$ cat src/rtl/tapped_delay_block.sv
// One FIR tap: registered sample delay plus a zero-latency multiply-accumulate.
// Define TDB_SATURATE_EN to clamp y_out on overflow instead of wrapping.
module tapped_delay_block #(
    parameter int N    = 32,
    parameter int FRAC = 0
) (
    input  logic                clk,
    input  logic                rst,
    input  logic                ena,
    input  logic signed [N-1:0] b,
    input  logic signed [N-1:0] x_in,
    output logic signed [N-1:0] x_out,
    input  logic signed [N-1:0] y_in,
    output logic signed [N-1:0] y_out
);

`ifdef TDB_SATURATE_EN
    localparam bit SAT = 1'b1;
`else
    localparam bit SAT = 1'b0;
`endif

    logic signed [N-1:0]   r_x;
    logic signed [2*N-1:0] w_prod;
    logic signed [2*N-1:0] w_shift;
    logic signed [2*N:0]   w_sum;
    logic                  w_overflow;
    logic signed [N-1:0]   w_clamp;

    always_ff @(posedge clk or negedge rst) begin
        if (!rst) begin
            r_x <= '0;
        end else if (ena) begin
            r_x <= x_in;
        end
    end

    assign x_out = r_x;

    // Operands are sign-extended to 2N bits so the product is the full signed result.
    assign w_prod  = $signed({{N{b[N-1]}}, b}) * $signed({{N{x_in[N-1]}}, x_in});
    assign w_shift = w_prod >>> FRAC;
    assign w_sum   = {w_shift[2*N-1], w_shift} + {{(N+1){y_in[N-1]}}, y_in};

    // The sum fits in N bits only when its top N+2 bits are all copies of the sign.
    assign w_overflow = !((&w_sum[2*N:N-1]) || !(|w_sum[2*N:N-1]));
    assign w_clamp    = w_sum[2*N] ? {1'b1, {(N-1){1'b0}}} : {1'b0, {(N-1){1'b1}}};

    always_comb begin
        y_out = w_sum[N-1:0];
        if (SAT && w_overflow) begin
            y_out = w_clamp;
        end
    end

endmodule

$ cat config.mk
export PLATFORM = sky130hd
export DESIGN_NAME = tapped_delay_block
export DESIGN_NICKNAME = d
export VERILOG_FILES = /design/src/rtl/tapped_delay_block.sv
export SDC_FILE = /design/constraint.sdc
export NUM_CORES = 1
export LEC_CHECK = 0
export CAP_MARGIN = 25
export CORE_MARGIN = 4
export CORE_UTILIZATION = 55
export DETAILED_ROUTE_END_ITERATION = 12
export GPL_ROUTABILITY_DRIVEN = 0
export HOLD_SLACK_MARGIN = 0.06
export PLACE_DENSITY = 0.77
export SLEW_MARGIN = 20
export SYNTH_ARGS = -nofsm -noshare
export SYNTH_HDL_FRONTEND = slang
export SYNTH_SLANG_ARGS = --single-unit
$ cat constraint.sdc
create_clock -name clk -period 17.7 [get_ports clk]
set_input_delay 4.425 -clock clk [delete_from_list [all_inputs] [get_ports clk]]
set_output_delay 4.425 -clock clk [all_outputs]
set_load 0.05 [all_outputs]
==> summary.txt <==
Outcome
  – Outcome: complete, no violations

Final layout
  – Most frequent cells in the layout: 538 x inv_1, 438 x fa_1, 274 x and2_1, 267 x nand2_1, 157 x clkdlybuf4s50_1
  – Synth-to-Final Area Change: 12.35%
  – Layout Nets: between 2,000 and 3,000
  – Max reg flops: 32
  – Most common cell after layout, fill and taps aside: inv_1
  – Fillcell total: ~2,800
  – Post-layout util: 62.40%
  – Post-Layout Cell Count: between 2,000 and 3,000
  – Share of cells above drive strength 1: about 3.5%

CTS
  – Number of setup buffers added after CTS: 0
  – Worst-path clk slew: approximately 0.050 ns
  – H-tree Lvls: 2
  – Clk sinks: 32
  – TritonCTS buffer count: 5
  – CTS tree: yes
  – Post-CTS Resized: 0
  – CTS root buffer: clkbuf_16
  – Clk_lat worst skew: between 0.2 and 0.3 ns
  – CTS Buffer Depth: 2
  – Cts hold-fix bufs: 0

Yosys
  – Synthesized net count: between 2,000 and 3,000
  – Avg Inst Size Synth: about 9.1 sq um
  – Synth Cell Area: between 15,000 and 20,000 sq um
  – Netlist cell types: 56
  – Post-Syn Instances: between 2,000 and 2,500
  – Top_reg_cell synth: dfrtp_1
  – YS warnings: 0
  – Post-synth EDFFs: 0
  – Async set-reset flop share out of synthesis: 100.0%
  – Seq/Total Area, Yosys: under 10%
  – Synth Register Bits: 32

Die
  – Die Ht: 191.8 microns
  – Starting Density: between 50% and 60%
  – Full die area: between 30,000 and 40,000 sq um
  – Core Area: roughly 33,000 sq um
  – Number of primary I/O pins: 163
  – Die Wd: approximately 190 microns
  – FP Rows: 67

Timing
  – RSZ-0062 raised after global routing: false
  – TNS Setup: 0 ns
  – Crit path time final: approximately 17 ns
  – Skew final: 0 ns
  – Final period utilization: a little over nine tenths
  – Slew Viols, Final: 0
  – FMAX: roughly 59 MHz
  – Slew @ Worst Pin: 0.9983 ns
  – Slew HR: 33.24%
  – Final setup violation count: 0
  – Fin. Hold Viols: 0
  – WHS: approximately 0.48 ns

Critical path
  – Flop2flop setup slack: roughly 17 ns
  – CP max FO: 19
  – Crit path launch: x_in[0]
  – Setup crit start kind: primary input
  – Critical path class: primary input to output pin
  – Reg-to-Reg Start: x_out[13]
  – Worst r2r dst: x_out[13]
  – Reg2reg path depth: 1
  – CP endpoint kind: output pin
  – End of the critical path: y_out[23]
  – Crit path DAT: roughly 13 ns
  – CP Data Required Time: about 13 ns

Run
  – Total of max-cap violations: 0

Place
  – Cells after DPL: between 2,000 and 3,000
  – IO Port Bufs: roughly 160
  – DP HPWL: ~42,000 microns

Drt
  – Drt wl/cell: around 19 microns
  – Vias: between 10,000 and 15,000
  – Iter 0 DRT Violations: ~850
  – DRC violations left: 0
  – Drt total wl: between 50,000 and 60,000 microns
  – Vias/cell: approximately 5.3
  – First-pass DRT Iterations: 5
  – DRT antenna net count: 0

Global route
  – First-pass GRT wire length: slightly above 80,000 microns
  – GRT Util Overall: around 29%
  – Initial antenna violation count: 2
  – GR Overflow Total: 0
  – Largest net degree at the start of global routing: 33
  – Number of global-route vias before repair: between 15,000 and 20,000

Worst hold path
  – Tightest Hold Check Type: register to register
-- Yosys cell counts, types with 5 or more instances --
cell      number  area share (%)
nand2_1      267             5.4
a21o_1         9            0.36
o21ai_0        9            0.24
and2_1       274             9.2
buf_2          6            0.16
o21ai_1        6            0.16
ha_1         151              10
fa_1         438              47
mux2_1        24             1.5
dfrtp_1       32             4.3
nor2b_1        5            0.17
nor3_1         9            0.24
nand2b_1      10            0.34
inv_1        538              11
a211oi_1       5            0.20
nor2_1        12            0.24
a21oi_1       18            0.48
xnor2_1       66             3.1
xor2_1        18            0.85
nand3_1        8            0.22
mux2_2         9            0.55
clkbuf_1      85             1.7
-- logic make-up after synthesis --
group | synth area share [%]
adders and majority gates | 57.37
AOI/OAI and AO/OA | 2.674
and+or+nand+nor | 16.55
DFF | 4.311
xor gates and xnor gates | 3.960
muxes | 2.162
buffers and inverters | 12.97
-- worst min-delay path by stage --
stage	from	to	slack (ns)	cells past startpoint
floorplan	x_out[3]	x_out[3]	0.83	1
global placement	x_out[25]	x_out[25]	0.47	1
detailed placement	x_out[1]	x_out[1]	0.48	1
CTS	x_out[2]	x_out[2]	0.49	1
global route	x_out[2]	x_out[2]	0.50	1
finish	x_out[2]	x_out[2]	0.48	1
-- area by class of cell --
type / instances / area (sq um) / area share [%]
multi-input combinational: 1383 / 15370 / 73.62
inverter: 538 / 2019 / 9.676
timing repair buffer: 206 / 1939 / 9.292
sequential: 32 / 800.8 / 3.837
tap: 448 / 560.5 / 2.686
clock buffer: 7 / 152.6 / 0.7314
clock inverter: 1 / 30.03 / 0.1439
antenna: 1 / 2.502 / 0.01199
-- critical path, stage by stage --
cell and delay, ns:
clkdlybuf4s50_1 0.99, buf_4 0.42, and2_1 0.23, fa_1 0.46
fa_1 0.54, inv_1 0.05, fa_1 0.46, fa_1 0.55
inv_1 0.04, ha_1 0.26, ha_1 0.29, fa_1 0.49
inv_1 0.05, fa_1 0.47, inv_1 0.04, ha_1 0.39
o211ai_1 0.14, a21oi_1 0.18, a22oi_2 0.14, o21ai_2 0.30
nand2_1 0.11, o21ai_0 0.49, xor2_1 0.18, clkdlybuf4s50_1 0.81
-- routing by layer --
layer / global-route usage [%] / routed length, microns / vias to the layer above
met5: 0 / 0 / -
met4: 10.77 / 2194 / 0
met2: 49.09 / 24700 / 637
li1: - / - / 6107
met3: 5.780 / 4156 / 141
met1: 36.71 / 19020 / 7058
-- per-stage QoR --
stage          setup slack (ns)  area (sq um)
2_1_floorplan             1.784         18580
3_3_place_gp             0.8389         20690
3_5_place_dp             0.7801         20690
4_1_cts                  0.7906         20870
5_1_grt                  0.4429         20870
6_report                 0.7363         20870
Power is left out: the tool's default activity adds up to more than one toggle a clock period on the data nets, which glitch-free logic cannot reach.
